--- src/rtl/quad_decoder.sv ---
// Quadrature decoder: synchronizes and debounces channels A/B, then emits
// one-cycle count pulses with direction for an up/down counter (x4 decoding).
module quad_decoder #(
  parameter int unsigned FILT_LEN = 3
) (
  input  logic CLK,
  input  logic CDN,
  input  logic A,
  input  logic B,
  input  logic EN,
  input  logic ERRCLR,
  output logic CNT_EN,
  output logic DNUP,
  output logic ERR,
  output logic LOCKED
);

  localparam logic [3:0] FILT_MAX = 4'(FILT_LEN);

  typedef enum logic {
    INIT,
    TRACK
  } state_e;

  state_e state_q, state_d;

  logic [1:0]      meta_q, sync_q;
  logic [1:0]      filt_q, filt_d;
  logic [1:0][3:0] fcnt_q, fcnt_d;
  logic [3:0]      stab_q, stab_d;
  logic [1:0]      prev_q, prev_d;
  logic            cntEn_q, cntEn_d;
  logic            dnUp_q, dnUp_d;
  logic            err_q, err_d;
  logic            locked_q, locked_d;
  logic            lockReady;
  logic [1:0]      step;

  // Gray position along the up sequence 00->01->11->10.
  function automatic logic [1:0] grayPos(input logic [1:0] g);
    return {g[1], g[1] ^ g[0]};
  endfunction

  // Per-channel debounce; bit 1 is A, bit 0 is B.
  always_comb begin
    filt_d = filt_q;
    fcnt_d = fcnt_q;
    for (int i = 0; i < 2; i++) begin
      if (sync_q[i] == filt_q[i]) begin
        fcnt_d[i] = '0;
      end else if (fcnt_q[i] + 4'd1 == FILT_MAX) begin
        filt_d[i] = sync_q[i];
        fcnt_d[i] = '0;
      end else begin
        fcnt_d[i] = fcnt_q[i] + 4'd1;
      end
    end
  end

  // Counts edges on which the synchronized pair did not change.
  always_comb begin
    if (meta_q != sync_q) begin
      stab_d = '0;
    end else if (stab_q >= FILT_MAX) begin
      stab_d = stab_q;
    end else begin
      stab_d = stab_q + 4'd1;
    end
  end

  assign lockReady = (fcnt_q[1] == 4'd0) && (fcnt_q[0] == 4'd0) && (stab_q >= FILT_MAX);
  assign step      = grayPos(filt_q) - grayPos(prev_q);

  always_ff @(posedge CLK or negedge CDN) begin
    if (!CDN) begin
      state_q <= INIT;
    end else begin
      state_q <= state_d;
    end
  end

  always_comb begin
    state_d = state_q;
    case (state_q)
      INIT:    if (lockReady) state_d = TRACK;
      TRACK:   state_d = TRACK;
      default: state_d = INIT;
    endcase
  end

  // A step of two positions means both channels moved at once.
  always_comb begin
    cntEn_d  = 1'b0;
    dnUp_d   = dnUp_q;
    err_d    = err_q & ~ERRCLR;
    locked_d = locked_q;
    prev_d   = prev_q;
    case (state_q)
      INIT: begin
        locked_d = 1'b0;
        if (lockReady) begin
          prev_d   = sync_q;
          locked_d = 1'b1;
        end
      end
      TRACK: begin
        prev_d = filt_q;
        case (step)
          2'd1: begin
            cntEn_d = EN;
            dnUp_d  = 1'b0;
          end
          2'd3: begin
            cntEn_d = EN;
            dnUp_d  = 1'b1;
          end
          2'd2: err_d = 1'b1;
          default: ;
        endcase
      end
      default: ;
    endcase
  end

  always_ff @(posedge CLK or negedge CDN) begin
    if (!CDN) begin
      meta_q   <= '0;
      sync_q   <= '0;
      filt_q   <= '0;
      fcnt_q   <= '0;
      stab_q   <= '0;
      prev_q   <= '0;
      cntEn_q  <= 1'b0;
      dnUp_q   <= 1'b0;
      err_q    <= 1'b0;
      locked_q <= 1'b0;
    end else begin
      meta_q   <= {A, B};
      sync_q   <= meta_q;
      filt_q   <= filt_d;
      fcnt_q   <= fcnt_d;
      stab_q   <= stab_d;
      prev_q   <= prev_d;
      cntEn_q  <= cntEn_d;
      dnUp_q   <= dnUp_d;
      err_q    <= err_d;
      locked_q <= locked_d;
    end
  end

  assign CNT_EN = cntEn_q;
  assign DNUP   = dnUp_q;
  assign ERR    = err_q;
  assign LOCKED = locked_q;

endmodule

--- config.mk ---
export PLATFORM = sky130hd
export DESIGN_NAME = quad_decoder
export DESIGN_NICKNAME = d
export VERILOG_FILES = /design/src/rtl/quad_decoder.sv
export SDC_FILE = /design/constraint.sdc
export NUM_CORES = 1
export LEC_CHECK = 0
export CAP_MARGIN = 0
export CORE_MARGIN = 1.5
export CORE_UTILIZATION = 35
export DETAILED_ROUTE_END_ITERATION = 10
export HOLD_SLACK_MARGIN = 0.1
export PLACE_DENSITY = 0.53
export SYNTH_ARGS = -nofsm -noshare
export SYNTH_HDL_FRONTEND = slang
export SYNTH_SLANG_ARGS = --single-unit
--- constraint.sdc ---
create_clock -name CLK -period 1.5 [get_ports CLK]
set_clock_uncertainty 0.1 [all_clocks]
set_input_delay 0.225 -clock CLK [delete_from_list [all_inputs] [get_ports CLK]]
set_output_delay 0.225 -clock CLK [all_outputs]
set_load 0.02 [all_outputs]
==> impl_results.md <==
- Startpoint types: register
- Initial Util: 37.9%
- Register area share after synthesis: 48.0%
- Largest net degree at the start of global routing: 26
- Crit-path max FO: 3
- CTS tree: built
- Final period util: 99.1%
- Die width: 64.0 um
- CTS sink cnt: 25
- Post-synth ARST share: 100%
- Reg2Reg Launch Point: fcnt_q[0]
- H-Tree Depth: 1
- Pre-CTS setup slack: -0.0477 ns
- Status: complete, no violations
- MaxCap Viol Count: 0
- Worst Setup SP: fcnt_q[0]
- Worst Path Required: 1.55 ns
- GR Util All Layers: 12.9%
- IO buf count: 9
- Starting DRT DRC Count: 31
- CP max stage delay: 0.42 ns
- ANT nets after route: 0
- Crit path kind: register to register
- Fin util: 49.9%
- Routed len/inst: 13.1 um
- Post-Route WL: 2440 um
- Worst rel slew slack: 62.8%
- Fin nets: 156
- Pleak: 0.739 nW
- Syn Inst Count: 117
- Post-Syn Area: 1300 um^2
- TritonRoute pass-1 iters: 4
- Die height: 64.0 um
- Synth unique cells: 29
- Diode count: 0
- HP Class: input pin to async pin
- Die area: 4100 um^2
- # IOs: 10
- Power Dens Cells: 1520 nW/um^2
- Via Count: 925
- Area growth syn-to-layout: 31.9%
- Gr ovfl total: 0
- Hpwl dp: 1680 um
- Post-synth EDFFs: 0
- Placed Area: 1530 um^2
- CTS Hold Bufs: 0
- Max frequency: 672 MHz
- Fillcell total: 325
- Post-route cell area: 1720 um^2
- Tmin final: 1.49 ns
- Syn_nets: 131
- Most frequent cells in the layout: dfrtp_1 (23), buf_4 (13), xnor2_1 (9), inv_1 (8), nor2_1 (7)
- Layout cells sized above 1: 32.6%
- Crit-path cells: inv_2, ha_1, and4bb_2, a41oi_2, a21oi_1
- GPL Wtd Cong: 0.758
- RSZ-0062 raised after global routing: true
- Peak VDD IR: 0.000851 V
- DR vias/cell: 4.95
- Site Rows: 21
- Critical path's slowest cell: dfrtp_1
- Setup ws final: 0.0129 ns
- DRC: 0
- Finish-stage setup viols: 0
- First-pass GRT wire length: 4200 um
- Fin Hold WS: 0.214 ns
- Worst Tran Pin Value: 0.554 ns
- Worst-path clk slew: 0.09 ns
- Hold Vio Cnt, Final: 0
- Num CTS Buffers: 3
- Root Driver: clkbuf_8
- Worst skew pair latency: 0.26 ns
- Crit path DAT: 1.54 ns
- Core Area: 3440 um^2
- Final slew viol count: 0
- Yosys warnings: 0
- Vias in the first global route: 928
- Synthesized area per cell: 11.1 um^2
- Most common library cell in the layout ignoring fill and taps: dfrtp_1
- Clock Tree Buf Depth: 2
- Post-synthesis register bit count: 25
- Initial antenna violation count: 0
- CP Capture Type: register
- Most common flop cell mapped by yosys: dfrtp_1
## kinds of logic (layout without fill, tap and decap cells)
kind of cell | after synthesis | after routing | share of synthesized area [%]
XOR/XNOR | 13 | 13 | 8.73
AND/OR/NAND/NOR | 43 | 43 | 22.8
flip-flops | 25 | 25 | 48.0
adder cells (fa/ha/maj) | 8 | 8 | 7.68
buffers and inverters | 12 | 36 | 3.65
AO/OA/AOI/OAI | 16 | 16 | 9.12
## worst paths after layout
| kind | cells past startpoint | slack [ns] | to |
|---|---|---|---|
| min | 2 | 0.21 | CNT_EN |
| min in group CLK | 1 | 0.30 | meta_q[1] |
| max reg2reg | 5 | 0.01 | prev_q[0] |
| max | 5 | 0.01 | prev_q[0] |
| min reg2reg | 0 | 0.30 | sync_q[0] |
| max in group asynchronous | 2 | 0.82 | fcnt_q[1] |
## metrics by stage
stage | power [W] | instances | setup TNS [ns]
global placement | 0.00199 | 182 | 0
global route | 0.00283 | 187 | -0.218
floorplan | 0.00167 | 117 | 0
CTS | 0.00245 | 187 | 0
finish | 0.00261 | 187 | 0
detailed placement | 0.00202 | 182 | -0.0847
## registers in the layout (all words and copies together), names as in the netlist
| register | count |
|---|---|
| DNUP | 1 |
| prev_q | 2 |
| sync_q | 2 |
| LOCKED | 1 |
| state_q | 1 |
| meta_q | 2 |
| CNT_EN | 1 |
| filt_q | 2 |
| ERR | 1 |
| stab_q | 4 |
| fcnt_q | 8 |
## critical path: cells and delay by family (launching register included)
kind,cells,cell delay [ns]
flip-flops,1,0.42
AND/OR/NAND/NOR,1,0.27
AO/OA/AOI/OAI,2,0.28
adder cells (fa/ha/maj),1,0.23
buffers and inverters,1,0.08
## per-layer routing
layer	vias up	track usage [%]	wire length, um
met5	-	0	0
met4	0	1.63	12
met3	2	3.52	94
met2	15	20.7	1270
met1	450	17.8	1060
li1	458	-	-
## what timing repair did
| item | CTS | global route |
|---|---|---|
| setup buffers | 1 | 0 |
| setup endpoints to repair | 8 | 10 |
| resized for setup | 10 | 22 |
| pin swaps | 1 | 8 |
## Yosys cell counts, drive strengths merged (3+ instances only)
library cell	n	share of area [%]
xnor2	9	6.0
inv	10	2.9
and3	6	4.0
a21oi	3	1.2
nand2b	4	1.9
nor2	7	2.0
xor2	4	2.7
nor3	3	1.5
nand3	3	1.2
ha	8	7.7
a41oi	4	2.7
nor4b	4	4.6
dfrtp	25	48
nand2	6	1.7
## area by class of cell
type / count / area (um^2) / area share (%)
Timing Repair Buffer: 22 / 183 / 10.6
Sequential cell: 25 / 628 / 36.5
Multi-Input combinational cell: 80 / 767 / 44.6
Clock buffer: 3 / 41.3 / 2.40
Inverter: 10 / 37.5 / 2.18
Clock inverter: 1 / 5.00 / 0.291
Tap cell: 46 / 57.6 / 3.35
## report_power, final
group | switching, W | internal [W]
Sequential | 0.000183 | 0.000826
Clock | 0.000204 | 0.000185
Combinational | 0.000579 | 0.000631
Total | 0.000966 | 0.00164
Note: power is estimated with default switching activity, not from simulation.
